--- src/rtl/core_pkg.sv ---
// Shared types for the memory arbiter: FSM state and requester source encodings.
package core_pkg;

    typedef enum logic [1:0] {
        IDLE  = 2'd0,
        GNT_I = 2'd1,
        GNT_D = 2'd2
    } arb_state_t;

    typedef enum logic {
        SRC_I = 1'b0,
        SRC_D = 1'b1
    } arb_src_t;

    // Bit positions inside the one-hot grant vector from mem_arb_pick.
    localparam int unsigned GntIBit = 0;
    localparam int unsigned GntDBit = 1;

endpackage

--- src/rtl/mem_arb_pick.sv ---
// Combinational pick between the fetch and load requesters.
// On a tie the requester that was not granted last wins; tying last_grant
// to SRC_I turns this into fixed priority with the load side winning.
module mem_arb_pick
    import core_pkg::*;
(
    input  logic       i_req,
    input  logic       d_req,
    input  arb_src_t   last_grant,
    output logic [1:0] grant
);

    // One-hot grant; all-zero when nothing is requested.
    always_comb begin
        grant = 2'b00;
        if (i_req && d_req) begin
            if (last_grant == SRC_D) begin
                grant[GntIBit] = 1'b1;
            end else begin
                grant[GntDBit] = 1'b1;
            end
        end else begin
            grant[GntIBit] = i_req;
            grant[GntDBit] = d_req;
        end
    end

endmodule

--- src/rtl/mem_arbiter.sv ---
// Two-requester read arbiter (instruction fetch / data load) onto one memory port.
// Define MEM_ARB_ROUND_ROBIN_EN to alternate on simultaneous requests;
// otherwise loads win ties and no last-grant register exists.
module mem_arbiter
    import core_pkg::*;
#(
    parameter int unsigned XLEN = 32
) (
    input  logic            clk,
    input  logic            reset_n,
    input  logic            i_req,
    input  logic [XLEN-1:0] i_addr,
    output logic            i_ack,
    output logic [XLEN-1:0] i_rdata,
    input  logic            d_req,
    input  logic [XLEN-1:0] d_addr,
    output logic            d_ack,
    output logic [XLEN-1:0] d_rdata,
    output logic            m_req,
    output logic [XLEN-1:0] m_addr,
    input  logic            m_ack,
    input  logic [XLEN-1:0] m_rdata,
    output logic            busy
);

    arb_state_t state_q, state_d;
    arb_src_t   last_grant;
    logic [1:0] grant;

`ifdef MEM_ARB_ROUND_ROBIN_EN
    arb_src_t last_grant_q, last_grant_d;
    assign last_grant = last_grant_q;
`else
    assign last_grant = SRC_I;
`endif

    mem_arb_pick u_pick (
        .i_req      (i_req),
        .d_req      (d_req),
        .last_grant (last_grant),
        .grant      (grant)
    );

    // Next state: arbitrate only from IDLE, release a grant on m_ack.
    always_comb begin
        state_d = state_q;
`ifdef MEM_ARB_ROUND_ROBIN_EN
        last_grant_d = last_grant_q;
`endif
        unique case (state_q)
            IDLE: begin
                if (grant[GntDBit]) begin
                    state_d = GNT_D;
                end else if (grant[GntIBit]) begin
                    state_d = GNT_I;
                end
`ifdef MEM_ARB_ROUND_ROBIN_EN
                if (grant != 2'b00) begin
                    last_grant_d = grant[GntDBit] ? SRC_D : SRC_I;
                end
`endif
            end
            GNT_I, GNT_D: begin
                if (m_ack) begin
                    state_d = IDLE;
                end
            end
            default: state_d = IDLE;
        endcase
    end

    // State register with synchronous active-low reset.
    always_ff @(posedge clk) begin
        if (!reset_n) begin
            state_q <= IDLE;
`ifdef MEM_ARB_ROUND_ROBIN_EN
            last_grant_q <= SRC_I;
`endif
        end else begin
            state_q <= state_d;
`ifdef MEM_ARB_ROUND_ROBIN_EN
            last_grant_q <= last_grant_d;
`endif
        end
    end

    // Memory-side request and ack routing decoded straight from the state register.
    always_comb begin
        m_req  = 1'b0;
        m_addr = '0;
        i_ack  = 1'b0;
        d_ack  = 1'b0;
        unique case (state_q)
            GNT_I: begin
                m_req  = 1'b1;
                m_addr = i_addr;
                i_ack  = m_ack;
            end
            GNT_D: begin
                m_req  = 1'b1;
                m_addr = d_addr;
                d_ack  = m_ack;
            end
            default: ;
        endcase
    end

    assign busy    = (state_q != IDLE);
    assign i_rdata = m_rdata;
    assign d_rdata = m_rdata;

endmodule

--- config.mk ---
export PLATFORM = sky130hd
export DESIGN_NAME = mem_arbiter
export DESIGN_NICKNAME = d
export VERILOG_FILES = /design/src/rtl/core_pkg.sv /design/src/rtl/mem_arb_pick.sv /design/src/rtl/mem_arbiter.sv
export SDC_FILE = /design/constraint.sdc
export NUM_CORES = 1
export LEC_CHECK = 0
export CORE_AREA = 2 2 78 80
export DETAILED_ROUTE_END_ITERATION = 7
export DIE_AREA = 0 0 80 82
export GPL_TIMING_DRIVEN = 0
export MAX_ROUTING_LAYER = met4
export PLACE_DENSITY = 0.83
export SKIP_LAST_GASP = 1
export SLEW_MARGIN = 0
export SYNTH_ARGS = -nofsm -noshare
export SYNTH_HDL_FRONTEND = slang
export SYNTH_SLANG_ARGS = --single-unit
--- constraint.sdc ---
create_clock -name clk -period 4.1 [get_ports clk]
set_clock_uncertainty 0.05 [all_clocks]
set_input_delay 1.025 -clock clk [delete_from_list [all_inputs] [get_ports clk]]
set_output_delay 1.025 -clock clk [all_outputs]
set_load 0.01 [all_outputs]
Word level (Yosys, flattened, before mapping)
Index checks and enable logic that the tools add are counted.

operators by class
  equality and inequality tests = 4
  mux-type cells = 9
  reductions and logical operators = 5

operators by type and width
  operator              number
  $pmux W32 S2          1
  $mux W2               4
  $pmux W2 S2           1
  $mux W1               3
  $ne A3 B3 Y1 const B  1
  $eq A2 B1 Y1 const B  1
  $eq A2 B2 Y1 const B  1
  $logic_not A2 Y1      1
  $ne A2 B1 Y1 const B  1
  $reduce_and A2 Y1     1
  $reduce_bool A2 Y1    1
  $reduce_or A2 Y1      1
  $logic_and A1 B1 Y1   1

word-level totals
  register bits after elaboration = 2
  logic and storage cells = 19

Depth between registers and ports, before layout
Gate-level depths: netlist of run 1.

  depth after elaboration = 5
  depth in mapped cells = 6
  mapped depth without buffers = 5

By module
Synthesis of run 1 repeated with hierarchy kept, for this count alone.

unflattened totals
  cells, all modules = 161
  area, all modules = 1441.4 µm²

by module, submodules not included
  module        instances  cells each  area an instance (µm²)  seq. area each (µm²)
  mem_arbiter   1          158         1422.6                  40.0
  mem_arb_pick  1          3           18.8                    0.0

Worst setup path before layout of run 1
OpenSTA, ideal clock, no wires.

  path type = in2out
  start point = input i_addr[2]
  end point = output m_addr[2]
  arrival time = 1272 ps
  setup slack = 1753 ps
  stages = 2
  path buffers = 0
  path through = a22oi_2 > nor2b_1

on the way
  cells in the longest elaborated chain, start to end = 1

RTL lines
  item             line               source
  start, declared  mem_arbiter.sv:12  input logic [XLEN-1:0] i_addr,
  $pmux W32 S2     mem_arbiter.sv:93  unique case (state_q)
  end, declared    mem_arbiter.sv:20  output logic [XLEN-1:0] m_addr,

No other way between the ends.

Worst setup path after layout of run 1
Same ends and word-level chain as after synthesis.

==> results.json, run 1 <==
{
  "hold_buffers": 0,
  "syn_area_per_cell_um2": 9.04,
  "htree_num_levels": 1,
  "cts_tree": "done",
  "finalCritPeriodShare_pct": 81.4,
  "crit_start": "i_addr[2]",
  "die_w_um": 80,
  "regToRegStartpoint": "state_q[0]",
  "filler_cell_count": 520,
  "cts_resized": 0,
  "ir_drop_v": 0.000107,
  "ys_warn_count": 0,
  "clkTransAtPathRegs_ps": 30,
  "p_leak_uw": 0.00121,
  "arrival_ps": 2260,
  "placed_cells": 400,
  "grt_max_degree": 11,
  "max_freq_ghz": 0.300,
  "dpl.hpwl_um": 4430,
  "drive_gt1_share_pct": 42.4,
  "start_util_pct": 24.7,
  "setup_viol_count_final": 0,
  "cts-root-buf": "clkbuf_8",
  "die-area_mm2": 0.00656,
  "drcViolationCount": 0,
  "clk_path_buf_depth": 2,
  "hp-class": "register to register",
  "final_antenna_net_count": 0,
  "fin_nets": 434,
  "cts_buffers": 3,
  "reg_top3": "state_q x2",
  "syn_nets": 261,
  "worstReg2RegEnd": "state_q[1]",
  "boundaryPins": 201,
  "grt_setup_unrepaired": "no",
  "clock_latency_ps": 210,
  "worstSetupPathType": "input port to output port",
  "crit_end": "m_addr[2]",
  "final_common_cell": "clkdlybuf4s50_1",
  "grt_overflow": 0,
  "ys_ff_latch": 2,
  "largest_reg_flops": 2,
  "rrSetupSlack_ps": 2720,
  "ff2ff_path_depth": 5,
  "synth.distinct_cells": 18,
  "p_seq_share_pct": 4.3,
  "rows": 28,
  "p_total_uw": 552,
  "wl_um": 5150,
  "cts_setup_buffers": 0,
  "die-height_um": 82,
  "cp_cell_sequence": "clkdlybuf4s50_1 > a22oi_2 > nor2b_1 > clkdlybuf4s50_1",
  "stdcell_area_mm2": 0.00324,
  "dr_total_vias": 1654,
  "power_frac_comb_pct": 81.7,
  "wl_per_cell_um": 12.8,
  "critPathSlowestCell": "clkdlybuf4s50_1",
  "regArea_um2": 40.0,
  "critPathMostFrequentCell": "clkdlybuf4s50_1",
  "drt_iter0_drc": 26,
  "numClockSinks": 2,
  "startpoint_type": "input port",
  "swShare_pct": 33.0,
  "maxCapViolCount": 0,
  "worstSetupEndpointType": "output port",
  "yosysSeqAreaShare_pct": 2.82,
  "antenna_found_initial": 0,
  "place_area_mm2": 0.00319,
  "crit_path_max_incr_delay_ps": 560,
  "io_buffers": 168,
  "p_sw_uw": 182,
  "fin_crit_ps": 3340,
  "syn_area_mm2": 0.00142,
  "p_per_area_mw_per_mm2": 171,
  "tns_ps": 0,
  "p_int_uw": 370,
  "area_growth_pct": 128,
  "grt_pass1_wl_um": 7440,
  "gp_congestion": 0.697,
  "vias_per_cell": 4.10,
  "instances_no_fill": 403,
  "multi_input_area_um2": 771,
  "synth_cells": 157,
  "first_pass_iters": 4,
  "layout_common_cells": "clkdlybuf4s50_1, buf_4, a22oi_2",
  "slew-limit-headroom_pct": 82.9,
  "tightestPinTransition_ps": 256,
  "status": "complete, no violations",
  "track_usage_pct": 14.3,
  "power_frac_clock_pct": 14.0,
  "coreArea_mm2": 0.00575,
  "hold_viol_final": 0,
  "required_ps": 3020,
  "critPathMaxFanout": 1,
  "diodes": 0,
  "slew_violations": 0,
  "first_global_vias": 1681,
  "largest-register": "state_q"
}
## worst max-delay path: cells and delay by family
family                 cells  cell delay, ps
AO/OA/AOI/OAI              1              80
buffers and inverters      2            1030
AND/OR/NAND/NOR            1             130
## cells in the mapped netlist
| master | n | area (um2) |
|---|---|---|
| o31ai_2 | 1 | 12.5 |
| dfxtp_1 | 2 | 40.0 |
| nand4_1 | 1 | 6.26 |
| buf_8 | 2 | 30.0 |
| and2_1 | 2 | 12.5 |
| buf_4 | 64 | 480 |
| nor2b_1 | 5 | 31.3 |
| ha_1 | 3 | 37.5 |
| o21a_1 | 1 | 7.51 |
| inv_1 | 4 | 15.0 |
| nand2b_2 | 1 | 8.76 |
| nor3b_1 | 1 | 7.51 |
| a21oi_1 | 1 | 5.00 |
| nor2b_2 | 27 | 236 |
| buf_6 | 6 | 67.6 |
| o21ai_0 | 1 | 5.00 |
| a22oi_2 | 32 | 400 |
| buf_2 | 3 | 15.0 |
## cell type report
class                           instances  area share [%]
Sequential cell                         2            1.24
Buffer                                 75            18.3
Inverter                                4           0.464
Multi-Input combinational cell         76            23.8
Timing Repair Buffer                  168            52.0
Tap cell                               75            2.90
Clock buffer                            3            1.28
## per-layer routing
layer,wire [um],GRT usage (%),part of all wire (%),vias to the layer above
met5,0,-,0,-
met4,42,3.05,0.82,0
met3,529,2.53,10,6
met2,2680,26.9,52,109
met1,1900,15.9,37,731
li1,-,-,-,808
## how the worst min path moves through the flow
stage               startpoint          to  cells past startpoint
floorplan           state_q[1]  state_q[1]                      2
global placement    state_q[1]  state_q[1]                      2
detailed placement  state_q[0]  state_q[0]                      2
CTS                 state_q[0]  state_q[0]                      2
global route        state_q[1]  state_q[1]                      2
finish              state_q[0]  state_q[0]                      2
## through the flow
step / setup slack (ps) / util, % / hold WS, ps
4_1_cts: 745 / 56.3 / 490
3_3_place_gp: 731 / 55.6 / 472
2_1_floorplan: 1750 / - / 448
6_report: 762 / 56.3 / 491
5_1_grt: 704 / 56.3 / 524
3_5_place_dp: 744 / 55.6 / 488
## cells by family (layout without fill, tap and decap cells)
logic type	after synthesis	in the layout	synth area share [%]
AOI/OAI and AO/OA	36	36	30.3
buffers and inverters	79	250	42.9
adders and majority gates	3	3	2.65
and+or+nand+nor	37	37	21.3
DFF	2	2	2.82
## power by group through the flow
stage / registers [uW] / logic, uW / clock network (uW)
2_1_floorplan: 23.5 / 240 / 0
3_3_place_gp: 23.7 / 448 / 0
3_5_place_dp: 23.8 / 454 / 0
4_1_cts: 23.6 / 456 / 79.7
5_1_grt: 23.8 / 482 / 81.0
6_report: 23.6 / 451 / 77.4
(Power assumes the default switching activity.)
==> run 2: changes to the inputs <==
--- a/config.mk
+++ b/config.mk
@@ -5,12 +5,12 @@
 export SDC_FILE = /design/constraint.sdc
 export NUM_CORES = 1
 export LEC_CHECK = 0
-export CORE_AREA = 2 2 78 80
+export CORE_ASPECT_RATIO = 1.25
+export CORE_UTILIZATION = 22
 export DETAILED_ROUTE_END_ITERATION = 7
-export DIE_AREA = 0 0 80 82
 export GPL_TIMING_DRIVEN = 0
 export MAX_ROUTING_LAYER = met4
-export PLACE_DENSITY = 0.83
+export PLACE_DENSITY = 0.78
 export SKIP_LAST_GASP = 1
 export SLEW_MARGIN = 0
 export SYNTH_ARGS = -nofsm -noshare
==> constraint.sdc (replaced) <==
create_clock -name clk -period 2.75 [get_ports clk]
set_clock_uncertainty 0.05 [all_clocks]
set_input_delay 0.6875 -clock clk [delete_from_list [all_inputs] [get_ports clk]]
set_output_delay 0.6875 -clock clk [all_outputs]
set_load 0.01 [all_outputs]
==> run 2 against run 1 <==
Compared with the run above: worst setup slack worse by 670 ps; sequential cell count is the same; via count rose by 1.6%; clock power grew 47%; highest routed layer unchanged.
==> results.json, run 2 (synthesized netlist as in run 1, its figures left out) <==
{
  "status": "complete, no violations",
  "die-height_um": 91.8,
  "rows": 32,
  "fin_nets": 434,
  "dpl.hpwl_um": 4450,
  "boundaryPins": 201,
  "placed_cells": 410,
  "tightestPinTransition_ps": 170,
  "final_common_cell": "clkdlybuf4s50_1",
  "cp_cell_sequence": "clkdlybuf4s50_1 > a22oi_2 > nor2b_1 > clkdlybuf4s50_1",
  "largest-register": "state_q",
  "required_ps": 2010,
  "timing.final.ws_setup_ps": 91.2,
  "start_util_pct": 22.9,
  "hold_depth": 2,
  "critPathSlowestCell": "clkdlybuf4s50_1",
  "die-area_mm2": 0.00678,
  "p_leak_uw": 0.00121,
  "place_ws_ps": 78.2,
  "grt_max_degree": 11,
  "drt_iter0_drc": 27,
  "coreArea_mm2": 0.00621,
  "first_global_vias": 1744,
  "antenna_found_initial": 0,
  "setup_viol_count_final": 0,
  "gp_congestion": 0.727,
  "finalCritPeriodShare_pct": 96.7,
  "worstSetupPathType": "input port to output port",
  "area_growth_pct": 130,
  "arrival_ps": 1920,
  "drcViolationCount": 0,
  "grt_setup_unrepaired": "yes",
  "grt_overflow": 0,
  "dr_total_vias": 1681,
  "maxCapViolCount": 0,
  "worstSetupEndpointType": "output port",
  "hp-class": "register to register",
  "instances_no_fill": 413,
  "drive_gt1_share_pct": 42.7,
  "hold_buffers": 0,
  "final_antenna_net_count": 0,
  "slew_violations": 0,
  "layout_common_cells": "clkdlybuf4s50_1, buf_4, a22oi_2",
  "slew-limit-headroom_pct": 88.6,
  "largest_reg_flops": 2,
  "cts_buffers": 3,
  "ff2ff_path_depth": 5,
  "critPathMostFrequentCell": "clkdlybuf4s50_1",
  "clock_latency_ps": 210,
  "vias_per_cell": 4.07,
  "io_buffers": 168,
  "first_pass_iters": 4,
  "die_w_um": 73.8,
  "diodes": 0,
  "critPathMaxFanout": 1,
  "clk_path_buf_depth": 2,
  "max_freq_ghz": 0.376,
  "clkTransAtPathRegs_ps": 30,
  "htree_num_levels": 1,
  "ir_drop_v": 0.000294,
  "wl_um": 5140,
  "crit_path_max_incr_delay_ps": 550,
  "numClockSinks": 2,
  "track_usage_pct": 14.4,
  "cts-root-buf": "clkbuf_8",
  "p_per_area_mw_per_mm2": 256,
  "cts_tree": "done",
  "reg_top3": "state_q x2",
  "fin_crit_ps": 2660,
  "p_total_uw": 836,
  "timing.hold.ws_ps": 497,
  "wl_per_cell_um": 12.4,
  "postLayoutCoreUtil_pct": 52.7,
  "startpoint_type": "input port",
  "grt_pass1_wl_um": 7640,
  "hold_viol_final": 0
}
## run 2: cell types whose count changed in the layout (fill, tap and decap cells not counted), sizes merged
cell	change
buf	-2
clkbuf	+2
## run 2: critical path, delay by kind of cell
family / cells / cell delay [ps]
buf+inv: 2 / 1040
simple gates: 1 / 110
compound gates: 1 / 80
## run 2: through the flow
step	cell area (um2)	setup TNS (ps)
after CTS	3260	0
after floorplan	1420	0
after global routing	3270	-7.31
after global placement	3210	0
after detailed placement	3210	0
final	3270	0
## run 2: timing repair
action                                  CTS  global route
endpoints found under the setup margin   30             4
gates resized for setup                   3             2
setup buffers                             0             0
hold endpoints to repair                  0             0
## run 2: report_power, final
| part | switching, uW | total (uW) | leakage [uW] | internal (uW) |
|---|---|---|---|---|
| logic | 249 | 687 | 0.00118 | 438 |
| clock network | 21.4 | 114 | 0.0000216 | 92.4 |
| registers | 2.35 | 35.3 | 0.0000165 | 32.9 |
## run 2: worst paths after layout
kind	startpoint	end	slack, ps
min	state_q[0]	state_q[0]	500
min reg2reg	state_q[0]	state_q[0]	500
max	d_addr[21]	m_addr[21]	90
max reg2reg	state_q[0]	state_q[1]	1440
## run 2: metal layers
metal  GRT usage (%)  wire (um)  share of wire (%)
met3            3.08        504                9.8
met2            27.5       2810                 55
met4            3.04         61                1.2
met5               -          0                  0
met1            14.6       1760                 34
## run 2: final cells by class
cell class	count	area, um2
Buffer	75	601
Clock buffer	3	41.3
Fill cell	589	2940
Inverter	4	15.0
Multi-Input combinational cell	76	783
Sequential cell	2	40.0
Tap cell	85	106
Timing Repair Buffer	168	1680
==> run 3: changes to the inputs <==
--- a/config.mk
+++ b/config.mk
@@ -7,10 +7,10 @@
 export LEC_CHECK = 0
 export CORE_ASPECT_RATIO = 1.25
 export CORE_UTILIZATION = 22
+export CTS_CLUSTER_SIZE = 10
 export DETAILED_ROUTE_END_ITERATION = 7
-export GPL_TIMING_DRIVEN = 0
 export MAX_ROUTING_LAYER = met4
-export PLACE_DENSITY = 0.78
+export PLACE_DENSITY = 0.88
 export SKIP_LAST_GASP = 1
 export SLEW_MARGIN = 0
 export SYNTH_ARGS = -nofsm -noshare
==> run 3 against run 2 <==
Compared with the run above: critical path depth unchanged; combinational power decreased by 33%; clock power increased by 4%; die area unchanged; sequential power about the same; critical path type unchanged.
==> results.json, run 3 (synthesized netlist as in run 1, its figures left out) <==
{
  "reg_top3": "state_q x2",
  "routed.top_layer": "met4",
  "ff2ff_path_depth": 6,
  "hold_viol_final": 0,
  "grt_pass1_wl_um": 5590,
  "die_w_um": 73.8,
  "swShare_pct": 34.7,
  "power_frac_clock_pct": 19.2,
  "met3_length_um": 352,
  "max_freq_ghz": 0.376,
  "power_frac_comb_pct": 75.0,
  "setup_viol_count_final": 0,
  "fin_crit_ps": 2660,
  "layout_common_cells": "clkdlybuf4s50_1, a22oi_2, nor2b_2",
  "met1_length_um": 1290,
  "regToRegStartpoint": "state_q[0]",
  "hold_depth": 2,
  "cts_setup_buffers": 0,
  "vias_per_cell": 4.14,
  "dr_total_vias": 1160,
  "final_common_cell": "clkdlybuf4s50_1",
  "p_seq_share_pct": 5.7,
  "critPathMaxFanout": 1,
  "grt_overflow": 0,
  "drt_iter0_drc": 13,
  "drcViolationCount": 0,
  "maxCapViolCount": 0,
  "p_leak_uw": 0.000621,
  "p_int_uw": 402,
  "track_usage_pct": 10.7,
  "wl_met2_um": 1980,
  "clk_path_buf_depth": 2,
  "grt_max_degree": 23,
  "antenna_found_initial": 0,
  "hold_buffers": 0,
  "p_per_area_mw_per_mm2": 296,
  "tightestPinTransition_ps": 243,
  "startpoint_type": "input port",
  "required_ps": 2010,
  "die-height_um": 91.8,
  "drive_gt1_share_pct": 36.9,
  "p_total_uw": 616,
  "p_sw_uw": 214,
  "min_to": "state_q[0]",
  "worstHoldStart": "state_q[0]",
  "first_pass_iters": 2,
  "dpl.hpwl_um": 3030,
  "hp-class": "register to register",
  "status": "complete, no violations",
  "htree_num_levels": 1,
  "final_antenna_net_count": 0,
  "cts_tree": "done",
  "largest_reg_flops": 2,
  "diodes": 0,
  "io_buffers": 104,
  "boundaryPins": 201,
  "slew_violations": 0,
  "die-area_mm2": 0.00678,
  "worstSetupEndpointType": "output port",
  "worstReg2RegEnd": "state_q[1]",
  "rrSetupSlack_ps": 1250,
  "cts-root-buf": "clkbuf_8",
  "worstSetupPathType": "input port to output port",
  "numClockSinks": 2,
  "first_global_vias": 1203,
  "finalCritPeriodShare_pct": 96.7,
  "clock_latency_ps": 210,
  "grt_setup_unrepaired": "no",
  "start_util_pct": 22.9,
  "area_growth_pct": 46.6,
  "ir_drop_v": 0.000247,
  "postLayoutCoreUtil_pct": 33.5,
  "wl_um": 3810,
  "slew-limit-headroom_pct": 83.8,
  "tns_ps": 0,
  "clkTransAtPathRegs_ps": 30,
  "fin_nets": 301,
  "coreArea_mm2": 0.00621,
  "gp_congestion": 0.652,
  "rows": 32,
  "arrival_ps": 1920,
  "cts_buffers": 3,
  "wl_per_cell_um": 13.6,
  "largest-register": "state_q"
}
## run 3: cell types whose count changed in the layout (fill, tap and decap cells not counted), sizes merged
cell,previous run,this run
clkdlybuf4s50,168,104
buf,73,6
clkbuf,5,3
## run 3: worst max-delay path by stage
stage,end,startpoint,slack [ps],cells past startpoint
CTS,m_addr[26],state_q[0],40,6
global route,m_addr[21],state_q[0],6,5
detailed placement,m_addr[0],i_addr[0],80,4
finish,m_addr[21],d_addr[21],90,4
global placement,m_addr[10],d_addr[10],100,4
floorplan,m_addr[1],state_q[0],830,4
## run 3: power by group through the flow
stage | sequential [uW] | combinational, uW | clock, uW
after floorplan | 35.0 | 358 | 0
after global placement | 35.5 | 462 | 0
after detailed placement | 35.8 | 469 | 0
after CTS | 35.5 | 472 | 121
after global routing | 36.0 | 496 | 121
final | 35.4 | 462 | 118
## run 3: metrics by stage
stage | hold WS [ps] | instances | worst slack [ps] | cell area, um2
2_1_floorplan | 448 | 157 | 830 | 1420
3_3_place_gp | 473 | 277 | 103 | 2040
3_5_place_dp | 491 | 277 | 81.9 | 2040
4_1_cts | 493 | 280 | 41.0 | 2080
5_1_grt | 517 | 280 | 6.05 | 2080
6_report | 492 | 280 | 90.3 | 2080
## run 3: cell type report
class,instances,area [um2]
Timing Repair Buffer,110,1100
Multi-Input combinational cell,76,776
Inverter,4,15.0
Sequential cell,2,40.0
Tap cell,85,106
Fill cell,658,4130
Clock buffer,3,41.3
## run 3: worst max-delay path, stage by stage
cell and delay [ps]:
clkdlybuf4s50_1 470, a22oi_2 80, nor2b_1 140, clkdlybuf4s50_1 550
## run 3: routing by layer
metal	global-route usage, %	vias to the layer above
met5	-	-
li1	-	544
met2	19.6	63
met4	6.73	0
met1	10.3	515
met3	1.21	38
## run 3: what timing repair did
action                                  in CTS  in global routing
endpoints found under the setup margin       0                  4
hold endpoints to repair                     0                  0
resized for setup                            0                  1
